==> src/rtl/adc_cal_filter.sv <==
// ADC front end: boxcar moving-average filter with min/max calibration that
// commits clamp limits for the filtered output.
module adc_cal_filter #(
    parameter int AVG_LOG2    = 3,
    parameter int CAL_SAMPLES = 256,
    parameter int MIN_SPAN    = 64
) (
    input  logic        clk,
    input  logic        reset,
    input  logic        sample_valid,
    input  logic [11:0] sample,
    input  logic        cal_start,
    output logic [11:0] adc_out,
    output logic        adc_out_valid,
    output logic [11:0] adc_min,
    output logic [11:0] adc_max,
    output logic        cal_busy,
    output logic        cal_done,
    output logic        cal_err
);
    localparam int DEPTH = 1 << AVG_LOG2;
    localparam int SW    = 12 + AVG_LOG2;
    localparam int FW    = AVG_LOG2 + 1;
    localparam int CW    = $clog2(CAL_SAMPLES + 1);

    typedef enum logic [1:0] {IDLE, CAL, CHECK} state_t;

    logic [11:0]   hist_reg [DEPTH];
    logic [SW-1:0] sum_reg;
    logic [SW-1:0] sum_next;
    logic [FW-1:0] fill_cnt_reg;
    logic          s1_valid_reg;
    logic [11:0]   mean;
    logic [11:0]   clamped;
    logic [11:0]   adc_out_reg;
    logic          adc_out_valid_reg;
    logic [11:0]   adc_min_reg;
    logic [11:0]   adc_max_reg;
    logic          cal_done_reg;
    logic          cal_err_reg;
    logic [11:0]   work_min_reg;
    logic [11:0]   work_max_reg;
    logic [CW-1:0] cal_cnt_reg;
    state_t        state_reg;
    state_t        state_next;
    logic          span_ok;
    logic          commit_ok;
    logic          commit_bad;

    // Stage 1: the oldest entry leaves the running sum as the new one enters,
    // so the sum never exceeds DEPTH * 4095 and SW bits are always enough.
    assign sum_next = sum_reg + SW'(sample) - SW'(hist_reg[DEPTH-1]);

    always_ff @(posedge clk) begin
        if (reset) begin
            for (int i = 0; i < DEPTH; i++) hist_reg[i] <= '0;
            sum_reg      <= '0;
            fill_cnt_reg <= '0;
            s1_valid_reg <= 1'b0;
        end else begin
            s1_valid_reg <= sample_valid && (fill_cnt_reg >= FW'(DEPTH - 1));
            if (sample_valid) begin
                hist_reg[0] <= sample;
                for (int i = 1; i < DEPTH; i++) hist_reg[i] <= hist_reg[i-1];
                sum_reg <= sum_next;
                if (fill_cnt_reg != FW'(DEPTH)) fill_cnt_reg <= fill_cnt_reg + FW'(1);
            end
        end
    end

    // Stage 2: mean and clamp against the committed limits only.
    assign mean = sum_reg[SW-1:AVG_LOG2];

    always_comb begin
        clamped = mean;
        if (mean < adc_min_reg)      clamped = adc_min_reg;
        else if (mean > adc_max_reg) clamped = adc_max_reg;
    end

    always_ff @(posedge clk) begin
        if (reset) begin
            adc_out_reg       <= '0;
            adc_out_valid_reg <= 1'b0;
        end else begin
            adc_out_valid_reg <= s1_valid_reg;
            if (s1_valid_reg) adc_out_reg <= clamped;
        end
    end

    // Calibration FSM: state register
    always_ff @(posedge clk) begin
        if (reset) state_reg <= IDLE;
        else       state_reg <= state_next;
    end

    // Calibration FSM: next state
    always_comb begin
        state_next = state_reg;
        case (state_reg)
            IDLE:    if (cal_start) state_next = CAL;
            CAL:     if (s1_valid_reg && cal_cnt_reg == CW'(CAL_SAMPLES - 1)) state_next = CHECK;
            CHECK:   state_next = IDLE;
            default: state_next = IDLE;
        endcase
    end

    // Calibration FSM: outputs
    always_comb begin
        span_ok    = (int'(work_max_reg) - int'(work_min_reg)) >= MIN_SPAN;
        cal_busy   = (state_reg == CAL) || (state_reg == CHECK);
        commit_ok  = (state_reg == CHECK) && span_ok;
        commit_bad = (state_reg == CHECK) && !span_ok;
    end

    // Working extremes track the unclamped mean of every strobe seen in CAL.
    always_ff @(posedge clk) begin
        if (reset) begin
            work_min_reg <= '0;
            work_max_reg <= '0;
            cal_cnt_reg  <= '0;
        end else if (state_reg == IDLE && cal_start) begin
            work_min_reg <= 12'hFFF;
            work_max_reg <= 12'h000;
            cal_cnt_reg  <= '0;
        end else if (state_reg == CAL && s1_valid_reg) begin
            if (mean < work_min_reg) work_min_reg <= mean;
            if (mean > work_max_reg) work_max_reg <= mean;
            cal_cnt_reg <= cal_cnt_reg + CW'(1);
        end
    end

    always_ff @(posedge clk) begin
        if (reset) begin
            adc_min_reg  <= 12'h000;
            adc_max_reg  <= 12'hFFF;
            cal_done_reg <= 1'b0;
            cal_err_reg  <= 1'b0;
        end else begin
            cal_done_reg <= commit_ok;
            cal_err_reg  <= commit_bad;
            if (commit_ok) begin
                adc_min_reg <= work_min_reg;
                adc_max_reg <= work_max_reg;
            end
        end
    end

    assign adc_out       = adc_out_reg;
    assign adc_out_valid = adc_out_valid_reg;
    assign adc_min       = adc_min_reg;
    assign adc_max       = adc_max_reg;
    assign cal_done      = cal_done_reg;
    assign cal_err       = cal_err_reg;
endmodule

==> config.mk <==
export PLATFORM = sky130hd
export DESIGN_NAME = adc_cal_filter
export DESIGN_NICKNAME = d
export VERILOG_FILES = /design/src/rtl/adc_cal_filter.sv
export SDC_FILE = /design/constraint.sdc
export NUM_CORES = 1
export LEC_CHECK = 0
export CAP_MARGIN = 20
export CORE_AREA = 2 2 189 191
export CTS_CLUSTER_DIAMETER = 40
export DETAILED_ROUTE_END_ITERATION = 16
export DIE_AREA = 0 0 191 193
export GPL_TIMING_DRIVEN = 0
export SLEW_MARGIN = 25
export SYNTH_ARGS = -nofsm -noshare
export SYNTH_HDL_FRONTEND = slang
export SYNTH_SLANG_ARGS = --single-unit
export TNS_END_PERCENT = 10
==> constraint.sdc <==
create_clock -name clk -period 9.4 [get_ports clk]
set_input_delay 0.94 -clock clk [delete_from_list [all_inputs] [get_ports clk]]
set_output_delay 0.94 -clock clk [all_outputs]
set_load 0.05 [all_outputs]
# Word-level counts from Yosys, hierarchy flattened
# Memories as Yosys holds them, arrays and structs flattened.
# Index checks and enable logic that the tools add are counted.
[op_classes]
addsub = 5
n_mul = 0
div = 0
n_lt_le_gt_ge = 6
eq_ne = 6
shift = 0
muxes = 21
n_bitwise = 8
reduce_logical = 16
[op_table]
columns = ["operator", "count"]
rows = [
  ["$mux 12", 13],
  ["$gt 12x12->1", 2],
  ["$lt 12x12->1", 2],
  ["$add 15x12->15", 1],
  ["$sub 15x12->15", 1],
  ["$ge 13x8->1 const B", 1],
  ["$sub 12x12->13", 1],
  ["$add 9x1->9 const B", 1],
  ["$eq 9x8->1 const B", 1],
  ["$or 1x1->1", 8],
  ["$reduce_and 2->1", 4],
  ["$logic_and 1x1->1", 6],
  ["$mux 1", 5],
  ["$add 4x1->4 const B", 1],
  ["$ge 4x3->1 const B", 1],
  ["$mux 2", 2],
  ["$ne 2x2->1 const B", 2],
  ["$ne 4x4->1 const B", 1],
  ["$pmux 2 s2", 1],
  ["$reduce_bool 2->1", 2],
  ["$eq 2x1->1 const B", 1],
  ["$eq 2x2->1 const B", 1],
  ["$logic_not 2->1", 1],
  ["$reduce_or 2->1", 1],
  ["other kinds (2)", 2],
]
[totals]
register_bits = 94
latchBits = 0
ram_bits = 96
mem_bits_ro = 0
inputBits = 16
output_inout_bits = 40
wordCells = 76
n_memories = 1
[mem_list]
columns = ["memory", "words", "word_bits", "read_ports", "rd_clocked_by_memory_dff", "wr", "line", "rtl"]
rows = [
  ["hist_reg", 8, 12, 8, 0, 8, "28", "logic [11:0] hist_reg [DEPTH];"],
]

# Logic depth before layout (Yosys ltp)
# Gate-level depths: netlist of run 1.
[logic_depth]
depth_word = 4
depth_mapped = 13
ltp_nobuf = 13

# Worst setup path before layout of run 1
# Ideal clock, no wire load.
[synth_timing]
kind = "input to register"
start = "input port reset"
end = "register sum_reg[9]"
t_arrival_ps = 3789
setup_slack_ps = 5368
path_stages = 5
path_buffers = 2
cell_sequence = "clkbuf_1 > clkbuf_1 > nor2_1 > inv_1 > o32ai_1"
[synth_lines]
columns = ["item", "line", "rtl"]
rows = [
  ["from (decl)", "9", "input logic reset,"],
  ["to (signal assigned)", "65", "sum_reg <= sum_next;"],
  ["to (decl)", "29", "logic [SW-1:0] sum_reg;"],
]

# Worst setup path after layout of run 1
[layout_timing]
start = "input port sample[1]"
end = "register sum_reg[11]"
[layout_via]
elab_chain_cells = 2
[layout_rtl]
columns = ["item", "line", "rtl"]
rows = [
  ["from (decl)", "11", "input logic [11:0] sample,"],
  ["$add 15x12->15", "52", "assign sum_next = sum_reg + SW'(sample) - SW'(hist_reg[DEPTH-1]);"],
  ["$sub 15x12->15", "52", ""],
]
# No other way between the ends.
# A chain may end at the register's enable or synchronous reset.

==> results of run 1 <==
-- tightest hold or removal path: stages (launching register included) --
cell and delay (ns):
dfxtp_1 0.33, nand2_1 0.05, o221ai_1 0.06
-- synthesized netlist by cell type, types with 3 or more instances --
cell,n,area [µm²]
or2b_1,20,150
nand2_1,36,135
or3_1,4,25.0
nand4_1,10,62.6
and3_1,4,25.0
o21a_1,14,105
xnor2_1,9,78.8
nor2b_1,33,206
and2_1,63,394
edfxtp_1,96,2880
a211oi_1,18,135
a21oi_1,30,150
nor2_1,75,282
clkbuf_1,35,131
o21bai_1,3,22.5
nand2b_1,8,50.1
mux2i_1,56,561
dfxtp_1,94,1880
nor3_1,26,130
ha_1,82,1030
o21ai_0,8,40.0
a22o_1,4,35.0
inv_1,107,402
xor2_1,8,70.1
nor3b_1,4,30.0
a21o_1,16,120
fa_1,12,240
o221ai_1,12,105
nand3_1,7,35.0
o21ai_1,8,40.0
nor4_1,15,93.8
-- where the power goes --
part	internal (mW)	switching, mW	total (mW)	leakage [nW]
Combinational	0.343	0.432	0.775	2.53
Sequential	0.941	0.105	1.05	1.82
Clock	0.412	0.331	0.743	0.293
-- worst max-delay path by stage --
| stage | endpoint | slack (ns) | cells after the start |
|---|---|---|---|
| 6_report | sum_reg[11] | 5.93 | 12 |
| 5_1_grt | sum_reg[13] | 5.66 | 12 |
| 4_1_cts | sum_reg[11] | 5.87 | 12 |
| 3_5_place_dp | sum_reg[11] | 5.40 | 12 |
| 3_3_place_gp | sum_reg[9] | 3.96 | 5 |
| 2_1_floorplan | sum_reg[9] | 5.37 | 5 |
-- layer usage --
layer,vias to the layer above,global-route usage (%),wire length (µm)
met5,-,0,0
met2,85,22.4,11300
met1,3352,16.8,10800
met4,0,3.73,327
met3,23,2.35,653
li1,3441,-,-
-- per-stage QoR --
stage               area (µm²)  utilization [%]  instances
global placement         11100             31.7       1469
global route             11700             33.6       1502
floorplan                 9990                -        955
detailed placement       11100             31.8       1470
CTS                      11700             33.6       1502
finish                   11700             33.6       1502
-- cells by family (layout without fill, tap and decap cells) --
kind of cell / after synthesis / after routing
and+or+nand+nor: 317 / 317
xor gates and xnor gates: 17 / 17
AOI/OAI and AO/OA: 131 / 131
adders and majority gates: 94 / 94
DFF: 190 / 190
muxes: 56 / 56
buffers and inverters: 150 / 236
-- area by class of cell --
class	instances	area (µm²)
sequential	190	4760
tap	461	577
timing repair buffer	54	558
clock buffer	22	505
buffer	43	214
clock inverter	10	100
multi-input combinational	615	4610
fill	3564	23200
inverter	107	407
==> summary.md, run 1 <==
| Metric | Value |
|---|---|
| Synthesis Warnings | 0 |
| Synthesized flop and latch total | 190 |
| Initial antenna violation count | 0 |
| Maximum number of pins on one net before global-route repair | 81 |
| GRT overflow | 0 |
| Hold WC Path Type | flop to flop |
| Worst flop-to-flop path startpoint | sum_reg[8] |
| Final worst-path cycle share | 37.0% |
| Buf+Inv Stages, Crit Path | 3 |
| Worst-path clk slew | 0.07 ns |
| CP endpoint kind | flop |
| Crit-path slowest cell | fa_1 |
| Worst vdd ir | 0.151 mV |
| Global-route wire length before repair | 36.6 mm |
| Vias | 6,901 |
| HPWL Detailed | 17.1 mm |
| CTS tree | built |
| DRT antenna net count | 0 |
| Largest fanout on the critical path | 4 |
| Primary FF master, synth | edfxtp_1 |
| Syn Inst Count | 955 |
| Nets | 1,138 |
| H-Tree Depth | 4 |
| Setup ws final | 5.93 ns |
| Worst-skew pair later-pin latency | 0.44 ns |
| Max-cap violations | 0 |
| Most frequent cells in the layout | inv_1 (106), edfxtp_1 (96), dfxtp_1 (94), ha_1 (82), nor2_1 (75) |
| Core area | 35,000 µm² |
| TritonCTS buffer count | 17 |
| Ys async rst share | 0% |
| Delay-heaviest family, CP | compound AO/OA/AOI/OAI gates |
| Clock Sinks | 190 |
| Final Hold Fails | 0 |
| Final TNS setup | 0 ns |
| Sequential share of the synthesized area | 47.7% |
| Post-Syn Nets | 1,065 |
| Setup bufs post-CTS | 0 |
| First-pass DRT Iterations | 4 |
| R2R Path End | sum_reg[13] |
| Worst Hold Path EP | adc_out[3] |
| Io pins | 56 |
| Max Root-Sink Buffers | 2 |
| CTS hold repair buffers | 0 |
| Adder-Cell Fraction of Synth Area | 12.7% |
| Post-route minimum period | 3.47 ns |
| Port Buf Inserts | 53 |
| PostCTS Resize Cnt | 0 |
| Number of diodes | 0 |
| Worst hold path depth | 2 |
| Compound-Gate Fraction of Synth Area | 9.29% |
| Setup violators final | 0 |
| Die Ht | 193 µm |
| Site row count | 69 |
| Power Total | 2.56 mW |
| Vias per Instance | 4.59 |
| Worst path cell trace | clkdlybuf4s50_1 > inv_1 > fa_1 > inv_1 > ha_1 > a21o_1 > a21o_1 > a21oi_1 > o21ai_1 > a211oi_1 > xnor2_1 > a22o_1 |
| Reg2Reg Setup Slack | 6.35 ns |
| Critical setup path kind | input pin to flop |
| Post-Synth Simple-Gate Area | 17.1% |
| Fmax | 0.288 GHz |
| Largest register FFs | 96 |
| Worst-Margin Slew | 0.774 ns |
| R2r worst-path depth | 11 |
| Most common cell after layout, fill and taps aside | inv_1 |
| Largest family of logic cells by synthesized area | simple AND/OR/NAND/NOR gates |
| Multiplexer share of the synthesized area | 5.61% |
| Netlist cell types | 59 |
| Crit path from | sample[1] |
| Final Max Slew Viols | 0 |
| DRC | 0 |
| Die Footprint | 36,900 µm² |
| Post-synth EDFFs | 96 |
| Worst Path Arrival | 3.81 ns |
| Wire per inst | 15.4 µm |
| Placement Setup Slack | 5.40 ns |
| Starting Density | 28.6% |
| Placer Congestion | 0.815 |
| Worst setup SP type | input pin |
| Status | finished clean |
| Netlist Area Pre-Place | 9990 µm² |
| Worst slew margin | 48.4% |
| Pwr dens | 218 nW/µm² |
| Area Growth Syn to Fin | 17.5% |
| Initial DRC Count | 384 |
| Required time worst endpoint | 9.73 ns |
| Unrepaired setup endpoints after global routing | no |
| XOR/XNOR share of the synthesized area | 1.49% |
| Clock root cell | clkbuf_16 |
| Layout cell share with drive strength beyond 1 | 4.71% |
| Total track usage | 13.0% |
| Avg Inst Size Synth | 10.5 µm² |
| Vias in the first global route | 6,780 |
| Routed wire length | 23.1 mm |
| Hold slack final | 0.469 ns |
| Crit-path max cell delay | 0.60 ns |
| Leakage power | 4.65 nW |
| Die Width | 191 µm |
| Clk_skew | 0.00754 ns |
| Hold_sp | adc_out[3] |
(Power assumes the default switching activity.)
==> inputs of run 2 (changes only) <==
clock period = 3.4 ns   (was 9.4 ns; I/O delays follow)
==> run 2 against run 1 <==
Combinational power grew to 2.8 times the previous value. Sequential share of layout area is essentially flat. Worst hold slack got worse by 0.095 ns. Final area is essentially flat. Worst setup slack got worse by 5.6 ns. Clock skew increased by 0.0030 ns. Via count fell by 0.81%. Critical endpoint is now sum_reg[13]. Largest power group unchanged.
==> summary.md, run 2 (synthesis results as in run 1) <==
| Metric | Value |
|---|---|
| Fmax | 0.326 GHz |
| Routed wire length | 23.2 mm (+0.50%) |
| Worst setup SP type | flop |
| PostCTS Resize Cnt | 0 (unchanged) |
| Global routing's busiest layer | met2 |
| Initial antenna violation count | 0 (unchanged) |
| Maximum number of pins on one net before global-route repair | 32 (-60%) |
| Most common cell after layout, fill and taps aside | inv_1 |
| Max-cap violations | 0 (unchanged) |
| Critical setup path kind | flop to flop |
| Worst-Margin Slew | 0.759 ns (-0.0148 ns) |
| Worst slew margin | 49.4% (+0.99 points) |
| CP most frequent cell | inv_1 |
| Worst-skew pair later-pin latency | 0.44 ns (about the same) |
| Met3 Usage GRT | 2.53% (+0.18 points) |
| Worst path cell trace | inv_1 > fa_1 > inv_1 > ha_1 > a21oi_1 > o21bai_1 > nor3_1 > a21boi_0 > a41oi_1 > mux2i_1 > nand2_1 |
| Crit-path slowest cell | dfxtp_1 |
| Fin util | 33.6% (about the same) |
| Layout cell share with drive strength beyond 1 | 4.89% (+0.18 points) |
| Crit-path max cell delay | 0.65 ns (+0.05 ns) |
| Vias | 6,845 (-0.81%) |
| H-Tree Depth | 4 (unchanged) |
| Wire per inst | 15.5 µm (+0.36%) |
| Die Ht | 193 µm (unchanged) |
| TritonCTS buffer count | 17 (unchanged) |
| Vias in the first global route | 6,876 (+1.4%) |
| Starting Density | 28.6% (unchanged) |
| DRC | 0 (unchanged) |
| CTS tree | built |
| Vias per Instance | 4.55 (-0.94%) |
| Port Buf Inserts | 53 (unchanged) |
| Clock Sinks | 190 (unchanged) |
| Setup violators final | 0 (unchanged) |
| Largest register FFs | 96 (unchanged) |
| Final Hold Fails | 0 (unchanged) |
| Global-route wire length before repair | 37.4 mm (+1.9%) |
| GRT overflow | 0 (unchanged) |
| Buf+Inv Stages, Crit Path | 2 (-1) |
| HPWL Detailed | 17.2 mm (+0.60%) |
| Die Footprint | 36,900 µm² (unchanged) |
| Status | finished clean |
| Number of diodes | 0 (unchanged) |
| Io pins | 56 (unchanged) |
| Final worst-path cycle share | 90.2% |
| Largest fanout on the critical path | 9 (+5) |
| Required time worst endpoint | 3.73 ns (-6.00 ns) |
| Core area | 35,000 µm² (unchanged) |
| Hold slack final | 0.374 ns (-0.0951 ns) |
| Initial DRC Count | 417 (+8.6%) |
| Die Width | 191 µm (unchanged) |
| DRT antenna net count | 0 (unchanged) |
| Worst-path clk slew | 0.08 ns (about the same) |
| Finished Cell Area | 11,700 µm² (about the same) |
| Setup bufs post-CTS | 0 (unchanged) |
| CTS hold repair buffers | 0 (unchanged) |
| Area Growth Syn to Fin | 17.5% (about the same) |
| Most frequent cells in the layout | inv_1 (106), edfxtp_1 (96), dfxtp_1 (94), ha_1 (82), nor2_1 (75) |
| Site row count | 69 (unchanged) |
| Worst vdd ir | 0.394 mV (+160%) |
| Post-route minimum period | 3.07 ns |
| Final Max Slew Viols | 0 (unchanged) |
| Clk_skew | 0.0105 ns (+0.00297 ns) |
| Placer Congestion | 0.830 (+1.8%) |
| Worst Path Arrival | 3.40 ns (-0.41 ns) |
| # fillers | 3,565 (+0.028%) |
| Pwr dens | 599 nW/µm² (+170%) |
| Delay-heaviest family, CP | adder cells |
| Met1 usage | 16.9% (+0.15 points) |
| First-pass DRT Iterations | 4 (unchanged) |
| Nets | 1,140 (+0.18%) |
| Max Root-Sink Buffers | 2 (unchanged) |
| Area after DPL | 11,200 µm² (+0.28%) |
| Total track usage | 13.1% (+0.10 points) |
| Unrepaired setup endpoints after global routing | no |
| CP endpoint kind | flop |
| Met2 Track Usage GR | 22.3% (-0.11 points) |
| Hold WC Path Type | input pin to flop |
| Clock root cell | clkbuf_16 |
| Leakage power | 4.64 nW (-0.16%) |
-- run 2: cell types whose count changed in the layout (fill, tap and decap cells not counted), sizes merged --
cell,delta
clkinv,-1
inv,+3
clkbuf,-5
buf,+2
clkinvlp,+3
-- run 2: final cells by class --
cell class	instances	area (µm²)	share of cell area [%]
multi-input cells	615	4610	39.3
plain buffers	43	214	1.82
flip-flops and latches	190	4760	40.6
clock inverters	15	155	1.32
inverters	107	405	3.45
clock buffers	17	425	3.62
well taps	461	577	4.91
repair buffers	56	591	5.03
-- run 2: report_power, final --
group	switching, mW	total [mW]	internal [mW]
clock	0.976	2.01	1.04
combinational	1.19	2.14	0.951
sequential	0.282	2.88	2.60
total	2.45	7.04	4.59
-- run 2: path summary, 6_finish.rpt --
check | to | start | slack [ns] | cells past startpoint
worst max register to register | sum_reg[13] | sum_reg[8] | 0.33 | 11
worst min register to register | adc_out[5] | adc_out[5] | 0.47 | 2
worst max-delay path | sum_reg[13] | sum_reg[8] | 0.33 | 11
worst min-delay path | sum_reg[12] | sample_valid | 0.37 | 3
-- run 2: worst register-to-register path, delay by kind of cell, from the launching register on --
family          cells  cell delay, ns
compound gates      4            0.72
mux                 1            0.22
simple gates        2            0.33
buf+inv             2            0.18
fa+ha+maj           2            0.85
flops               1            0.65
-- run 2: metrics by stage --
stage	setup slack [ns]	power, mW	TNS, ns	cells
6_report	0.332	7.04	0	1504
3_3_place_gp	-0.675	5.01	-64.54	1469
3_5_place_dp	0.0811	5.08	0	1472
4_1_cts	0.331	7.11	0	1504
5_1_grt	0.0686	7.53	0	1504
2_1_floorplan	0.413	4.48	0	955
-- run 2: metal layers --
metal / up-vias / share of wire (%) / routed length [µm]
li1: 3442 / - / -
met5: - / 0 / 0
met1: 3286 / 47 / 10900
met3: 19 / 3.2 / 746
met4: 0 / 1.5 / 338
met2: 98 / 48 / 11300
==> inputs of run 3 (changes only) <==
clock period = 3.8 ns   (was 3.4 ns; I/O delays follow)
==> results of run 3 <==
Same layout as run 1 (identical final DEF). Status: finished clean.
Among the figures that moved: setup slack after placement 5.40 ns -> 0.361 ns; setup slack after layout 5.93 ns -> 0.755 ns; hold slack 0.469 ns -> 0.409 ns; start point of the critical path sample[1] -> sum_reg[8]; end point of the critical path sum_reg[11] -> sum_reg[13]; register-to-register setup slack 6.35 ns -> 0.75 ns; end point of the worst hold path adc_out[3] -> sum_reg[12]; total power 2.56 mW -> 6.34 mW; worst IR drop on VDD 0.151 mV -> 0.372 mV
